File: config.mk
export PLATFORM = sky130hd
export DESIGN_NAME = dot_product_mac_flat
export DESIGN_NICKNAME = d
export VERILOG_FILES = /design/src/rtl/dot_product_mac_pkg.sv /design/src/rtl/dot_product_mac_if.sv /design/src/rtl/dot_product_mac.sv /design/src/flat_wrapper.sv
export SDC_FILE = /design/constraint.sdc
export NUM_CORES = 1
export LEC_CHECK = 0
export CORE_AREA = 2 2 73 75
export DETAILED_ROUTE_END_ITERATION = 7
export DIE_AREA = 0 0 75 77
export PLACE_DENSITY = 0.79
export SLEW_MARGIN = 20
export SYNTH_ARGS = -nofsm -noshare
export SYNTH_HDL_FRONTEND = slang
export SYNTH_SLANG_ARGS = --single-unit
File: constraint.sdc
create_clock -name clk -period 4.8 [get_ports clk]
set_clock_uncertainty 0.05 [all_clocks]
set_input_delay 0.72 -clock clk [delete_from_list [all_inputs] [get_ports clk]]
set_output_delay 0.72 -clock clk [all_outputs]
set_load 0.1 [all_outputs]
File: src/rtl/dot_product_mac_pkg.sv
// ----------------------------------------------------------------------------
// mac_pkg
//   Shared constants and helpers for the dot-product MAC slice.
//   - OPND_W / PROD_W : operand and product widths (4x4 -> 8 bit)
//   - MAX_PROD        : largest single product, 15*15
//   - CNT_W           : width of the per-block term counter
//   - mac_phase_e     : implicit control phase derived from the term counter
//   - acc_width(n)    : minimum accumulator width able to hold n max products
// ----------------------------------------------------------------------------
package mac_pkg;

  localparam int OPND_W   = 4;
  localparam int PROD_W   = 8;
  localparam int MAX_PROD = 225;
  localparam int CNT_W    = 10;
  localparam int LOW_W    = 8;

  // ACCUM: more terms to come in this block; FINAL: the next accept closes it.
  typedef enum logic [0:0] {
    PH_ACCUM = 1'b0,
    PH_FINAL = 1'b1
  } mac_phase_e;

  // Smallest w with 2^w > n*MAX_PROD, i.e. ceil(log2(n*MAX_PROD + 1)).
  function automatic int acc_width(input int n);
    longint max_sum;
    int     w;
    max_sum = longint'(n) * longint'(MAX_PROD);
    w       = 0;
    while ((longint'(1) << w) <= max_sum) begin
      w = w + 1;
    end
    return w;
  endfunction

endpackage

File: src/rtl/dot_product_mac_if.sv
// ----------------------------------------------------------------------------
// dot_product_mac_if
//   Operand-in / result-out handshake bundle of the dot-product MAC.
//   Signals:
//     in_valid, in_a, in_b  : operand pair offered by the producer
//     in_ready              : MAC accepts the pair this cycle
//     out_valid, out_sum,
//     out_low               : result held by the MAC
//     out_ready             : consumer takes the result this cycle
//   Modports:
//     master : producer/consumer side (testbench or upstream logic)
//     slave  : the MAC itself
// ----------------------------------------------------------------------------
interface dot_product_mac_if #(
  parameter int ACC_W = 14
);

  logic                        in_valid;
  logic                        in_ready;
  logic [mac_pkg::OPND_W-1:0]  in_a;
  logic [mac_pkg::OPND_W-1:0]  in_b;
  logic                        out_valid;
  logic                        out_ready;
  logic [ACC_W-1:0]            out_sum;
  logic [mac_pkg::LOW_W-1:0]   out_low;

  modport master (
    output in_valid,
    output in_a,
    output in_b,
    output out_ready,
    input  in_ready,
    input  out_valid,
    input  out_sum,
    input  out_low
  );

  modport slave (
    input  in_valid,
    input  in_a,
    input  in_b,
    input  out_ready,
    output in_ready,
    output out_valid,
    output out_sum,
    output out_low
  );

endinterface

File: src/rtl/dot_product_mac.sv
// ----------------------------------------------------------------------------
// dot_product_mac
//   Time-multiplexed dot-product engine: one 4x4 multiply and one add per
//   accepted operand pair, one result per N_TERMS pairs. The result sits in a
//   one-entry output register so the next block keeps accumulating while a
//   result waits for the consumer.
//
//   Parameters:
//     N_TERMS : products per result, 1..1024
//     ACC_W   : accumulator/result width, >= acc_width(N_TERMS)
//   Ports:
//     clk      : clock, all state updates on the rising edge
//     rst      : synchronous active-high reset, highest priority
//     flush    : drop the partial accumulation (result register untouched)
//     bus      : operand/result handshake (slave side)
//     term_cnt : pairs accepted into the current block, 0..N_TERMS-1
// ----------------------------------------------------------------------------
module dot_product_mac
  import mac_pkg::*;
#(
  parameter int N_TERMS = 64,
  parameter int ACC_W   = 14
) (
  input  logic                  clk,
  input  logic                  rst,
  input  logic                  flush,
  dot_product_mac_if.slave      bus,
  output logic [CNT_W-1:0]      term_cnt
);

  // --------------------------------------------------------------------------
  // Elaboration-time parameter checks
  // --------------------------------------------------------------------------
  if ((N_TERMS < 1) || (N_TERMS > 1024)) begin : g_bad_n_terms
    $error("dot_product_mac: N_TERMS=%0d outside 1..1024", N_TERMS);
  end

  if (ACC_W < acc_width(N_TERMS)) begin : g_bad_acc_w
    $error("dot_product_mac: ACC_W=%0d too narrow, need %0d",
           ACC_W, acc_width(N_TERMS));
  end

  // Index of the term that closes a block.
  localparam logic [CNT_W-1:0] LAST_IDX = CNT_W'(N_TERMS - 1);

  // --------------------------------------------------------------------------
  // State and combinational signals
  // --------------------------------------------------------------------------
  logic [ACC_W-1:0]  acc_q,       acc_d;
  logic [ACC_W-1:0]  res_q,       res_d;
  logic [CNT_W-1:0]  cnt_q,       cnt_d;
  logic              out_valid_q, out_valid_d;

  mac_phase_e        phase_s;
  logic              in_ready_s;
  logic              accept_s;
  logic              consume_s;
  logic              load_s;
  logic [PROD_W-1:0] prod_s;
  logic [ACC_W-1:0]  sum_s;

  // Implicit control phase decoded from the term counter.
  always_comb begin
    if (cnt_q == LAST_IDX) begin
      phase_s = PH_FINAL;
    end else begin
      phase_s = PH_ACCUM;
    end
  end

  // Handshake decode. in_ready depends combinationally on out_ready so that a
  // waiting result can be replaced in the very cycle it is consumed.
  always_comb begin
    in_ready_s = !((phase_s == PH_FINAL) && out_valid_q && !bus.out_ready);
    accept_s   = bus.in_valid && in_ready_s;
    consume_s  = out_valid_q && bus.out_ready;
    // A flush drops the term even when it would have closed the block.
    load_s     = accept_s && !flush && (phase_s == PH_FINAL);
  end

  // Single multiplier and adder shared by every term.
  always_comb begin
    // 4x4 unsigned product always fits in 8 bits.
    prod_s = PROD_W'(bus.in_a) * PROD_W'(bus.in_b);
    sum_s  = acc_q + ACC_W'(prod_s);
  end

  // Next-state for accumulator, counter and result register.
  always_comb begin
    acc_d = acc_q;
    cnt_d = cnt_q;
    res_d = res_q;
    if (flush) begin
      acc_d = '0;
      cnt_d = '0;
    end else if (accept_s) begin
      case (phase_s)
        PH_ACCUM: begin
          acc_d = sum_s;
          cnt_d = cnt_q + CNT_W'(1);
        end
        PH_FINAL: begin
          res_d = sum_s;
          acc_d = '0;
          cnt_d = '0;
        end
        default: begin
          acc_d = acc_q;
          cnt_d = cnt_q;
        end
      endcase
    end else begin
      acc_d = acc_q;
      cnt_d = cnt_q;
    end
  end

  // Result-valid flag: a new load wins over a same-cycle consume.
  always_comb begin
    out_valid_d = out_valid_q;
    if (load_s) begin
      out_valid_d = 1'b1;
    end else if (consume_s) begin
      out_valid_d = 1'b0;
    end else begin
      out_valid_d = out_valid_q;
    end
  end

  // State registers with synchronous reset.
  always_ff @(posedge clk) begin
    if (rst) begin
      acc_q       <= '0;
      res_q       <= '0;
      cnt_q       <= '0;
      out_valid_q <= 1'b0;
    end else begin
      acc_q       <= acc_d;
      res_q       <= res_d;
      cnt_q       <= cnt_d;
      out_valid_q <= out_valid_d;
    end
  end

  // --------------------------------------------------------------------------
  // Outputs
  // --------------------------------------------------------------------------
  assign bus.in_ready  = in_ready_s;
  assign bus.out_valid = out_valid_q;
  assign bus.out_sum   = res_q;
  assign bus.out_low   = res_q[LOW_W-1:0];
  assign term_cnt      = cnt_q;

endmodule

File: src/flat_wrapper.sv
// flat-port wrapper written by rule: the top's interface ports become plain ports
module dot_product_mac_flat import mac_pkg::*;
#(
  parameter int N_TERMS = 64,
  parameter int ACC_W   = 14
)
  (clk, rst, flush, term_cnt, bus_in_valid, bus_in_a, bus_in_b, bus_out_ready, bus_in_ready, bus_out_valid, bus_out_sum, bus_out_low);
  dot_product_mac_if #(.ACC_W(ACC_W)) bus_i ();
  input  logic clk;
  input  logic rst;
  input  logic flush;
  output logic [CNT_W-1:0] term_cnt;
  input wire logic [$bits(bus_i.in_valid)-1:0] bus_in_valid;
  input wire logic [$bits(bus_i.in_a)-1:0] bus_in_a;
  input wire logic [$bits(bus_i.in_b)-1:0] bus_in_b;
  input wire logic [$bits(bus_i.out_ready)-1:0] bus_out_ready;
  output wire logic [$bits(bus_i.in_ready)-1:0] bus_in_ready;
  output wire logic [$bits(bus_i.out_valid)-1:0] bus_out_valid;
  output wire logic [$bits(bus_i.out_sum)-1:0] bus_out_sum;
  output wire logic [$bits(bus_i.out_low)-1:0] bus_out_low;
  assign bus_i.in_valid = bus_in_valid;
  assign bus_i.in_a = bus_in_a;
  assign bus_i.in_b = bus_in_b;
  assign bus_i.out_ready = bus_out_ready;
  assign bus_in_ready = bus_i.in_ready;
  assign bus_out_valid = bus_i.out_valid;
  assign bus_out_sum = bus_i.out_sum;
  assign bus_out_low = bus_i.out_low;
  dot_product_mac #(.N_TERMS(N_TERMS), .ACC_W(ACC_W)) u_core (.clk(clk), .rst(rst), .flush(flush), .bus(bus_i), .term_cnt(term_cnt));
endmodule
==> impl_metrics.py <==
metrics = {
    "floorplanning": {
        "start_util": 0.5204,
        "die_w_um": 75,
        "core_area_um2": 4977,
        "dieArea_um2": 5775,
        "die_h_um": 77,
        "rows": 26,
        "ios": 47,
    },
    "route": {
        "wl_per_cell_um": 13.10,
        "antenna_left": 0,
        "top_layer": "met4",
        "dr_wl_met3_um": 334,
        "firstDrtPassIters": 4,
        "drt-total-wl_um": 5450,
        "vias": 2249,
        "via_per_inst": 5.406,
        "drt_iter0_drc": 256,
        "wl_met1_um": 2535,
        "wl_met2_um": 2517,
        "drc": 0,
    },
    "placement": {
        "place.gp.congestion": 0.8804,
        "dp_hpwl_um": 4097,
        "portBuffers": 46,
    },
    "sta": {
        "hold_violations": 0,
        "relSlewSlack": 0.3459,
        "fmax_mhz": 231.3,
        "rsz0062_at_grt": "false",
        "fin_crit_sh": 0.9007,
        "min_period_ps": 4323,
        "slew_viol_final": 0,
        "setup_tns_ps": 0,
        "tightest_slew_ps": 978.0,
        "hold_slack_ps": 416.8,
        "setup_viol": 0,
    },
    "power_and_ir_drop": {
        "pwr-share-seq": 0.453,
        "clkPwrFrac": 0.313,
        "p_int_uw": 511.3,
        "static-leakage-power_uw": 0.001237,
        "peakVddDrop_mv": 0.1901,
        "netSwitchingFraction": 0.3004,
        "pwr-share-comb": 0.233,
        "power.switching_uw": 219.5,
        "power.density_nw_per_um2": 233.4,
    },
    "setup_path": {
        "endpoint_kind": "flop",
        "required_ps": 4940,
        "crit_chain": "clkdlybuf4s50_1 -> nand2_1 -> fa_1 -> fa_1 -> fa_1 -> inv_1 -> ha_1 -> a21o_1 -> a221o_2 -> a31oi_1 -> o21ai_0 -> a311oi_1",
        "startpoint_type": "input pin",
        "crit_top_cell": "fa_1",
        "crit_type": "input pin to flop",
        "cpPeakStageDelay_ps": 520,
        "worst_ep_arrival_time_ps": 4460,
        "worst_path_max_delay_cell": "fa_1",
        "crit_fanout": 5,
    },
    "logic_synthesis": {
        "yosysUniqueCellTypes": 53,
        "synth_common_cells": "dfxtp_1, nor2_1, nand2_1",
        "yosysTopAreaCell": "dfxtp_1",
        "avgSynthCellArea_um2": 8.301,
        "synth.most_common_cell": "dfxtp_1",
        "syn_nets": 353,
        "yosysSeqAreaShare": 0.3014,
        "synth-main-ff-cell": "dfxtp_1",
        "synth-seq-cells": 39,
        "synth-edff-count": 0,
        "synthCells": 312,
        "synth_top_area_frac": 0.3014,
        "ys_top_cells_by_area": "dfxtp_1, ha_1, fa_1",
        "synth_area_um2": 2590,
        "async_flop_share": 0,
        "yosys_warnings": 0,
    },
    "min_path": {
        "hold_path_class": "flop to flop",
    },
    "cells_and_area": {
        "final_core_util": 0.6290,
        "area_growth_pct": 20.87,
        "drive_gt1_frac": 0.07514,
        "n_antenna_cell": 0,
        "fin_nets": 387,
    },
    "clocking": {
        "cts_sinks": 39,
        "cts_setup_buffers": 0,
        "cts_made_buffers": 5,
        "h-tree-depth": 2,
        "postCtsResizedCells": 0,
        "clk_pin_slew_ps": 70,
        "cts-root-buf": "clkbuf_8",
        "cts_max_path_buffers": 2,
        "clock_latency_ps": 300,
        "ctsHoldBuffers": 0,
        "cts_tree": "built",
    },
    "global_routing": {
        "overflow": 0,
        "grt_max_degree": 22,
        "grt_pass1_vias": 2097,
        "grt_util_all_layers": 0.2046,
        "antenna_found_initial": 0,
        "grt_pass1_wl_um": 9363,
    },
    "flow_run": {
        "drv_cap": 0,
    },
    "outcome": {
        "status": "finished, final reports clean",
    },
}
## area by class of cell
class | instances | area, um^2
inverters | 26 | 97.59
fillers | 438 | 1847
repair buffers | 50 | 490.5
clock inverters | 1 | 5.005
well taps | 70 | 87.58
flip-flops and latches | 39 | 780.7
clock buffers | 6 | 82.58
multi-input cells | 224 | 1587
## sequential cells by signal, summed over array words and instances, names as in the netlist
name and flops:
u_core.acc_q 14, u_core.bus.out_sum 14, u_core.bus.out_valid 1, u_core.term_cnt 10
## per-layer routing
metal / vias up / global-route usage
li1: 1134 / -
met1: 1027 / 0.2834
met2: 81 / 0.3184
met3: 7 / 0.04074
met4: 0 / 0.06071
met5: - / 0
## worst max-delay path: cells and delay by family
| kind | cells | cell delay (ps) |
|---|---|---|
| AOI/OAI and AO/OA | 5 | 1210 |
| adders and majority gates | 4 | 1880 |
| buffers and inverters | 2 | 550 |
| and+or+nand+nor | 1 | 90 |
## power groups by stage
stage,clock (uW),combinational (uW),sequential [uW]
floorplan,0,116,342
global placement,0,167,339
detailed placement,0,169,339
CTS,234,171,331
global route,246,191,332
finish,229,170,331
## cell usage in the layout, fill, tap and decap left out, drive strengths merged, types with 2 or more instances in the layout
master and instances:
fa 9, nand3 17, dfxtp 39, clkdlybuf4s50 46
nand3b 2, ha 19, o211ai 3, or4 4
nor2 32, nand4 5, a21o 3, or2 2
clkbuf 6, xnor2 10, xor2 3, and3 3
o31ai 3, nand2 31, a31oi 4, inv 26
nor4b 3, o2111ai 3, buf 4, o21ai 4
a21oi 17, nand2b 4, and2 10, a22oi 8
nor3 5, nor2b 3, or3 3
## per-stage QoR
step,cell area (um^2),setup WS (ps),power (uW),std cells
floorplan,2590,753.9,458.1,312
global placement,3043,234.5,505.1,409
detailed placement,3043,143.2,508.0,409
CTS,3131,449.1,735.8,416
global route,3131,226.9,768.9,416
finish,3131,476.8,730.7,416
## worst paths after layout
kind	startpoint	to	slack, ps	cells past startpoint
worst max register to register	u_core.acc_q[5]$_SDFFE_PP0P_	u_core.bus.out_sum[11]$_SDFFE_PP0P_	2000	9
worst min-delay path	u_core.bus.out_sum[7]$_SDFFE_PP0P_	u_core.bus.out_sum[7]$_SDFFE_PP0P_	420	2
worst min register to register	u_core.bus.out_sum[7]$_SDFFE_PP0P_	u_core.bus.out_sum[7]$_SDFFE_PP0P_	420	2
worst max-delay path	bus_in_b[3]	u_core.bus.out_sum[11]$_SDFFE_PP0P_	480	12
## kinds of logic (layout without fill, tap and decap cells)
logic type      Yosys count  count (layout)  synth area share
buf+inv                  49              83           0.08599
flops                    39              39            0.3014
simple gates            128             128            0.2570
mux                       1               1          0.003865
xor+xnor                 13              13           0.04396
compound gates           54              54            0.1464
fa+ha+maj                28              28            0.1614
Note: power is estimated with default switching activity, not from simulation.
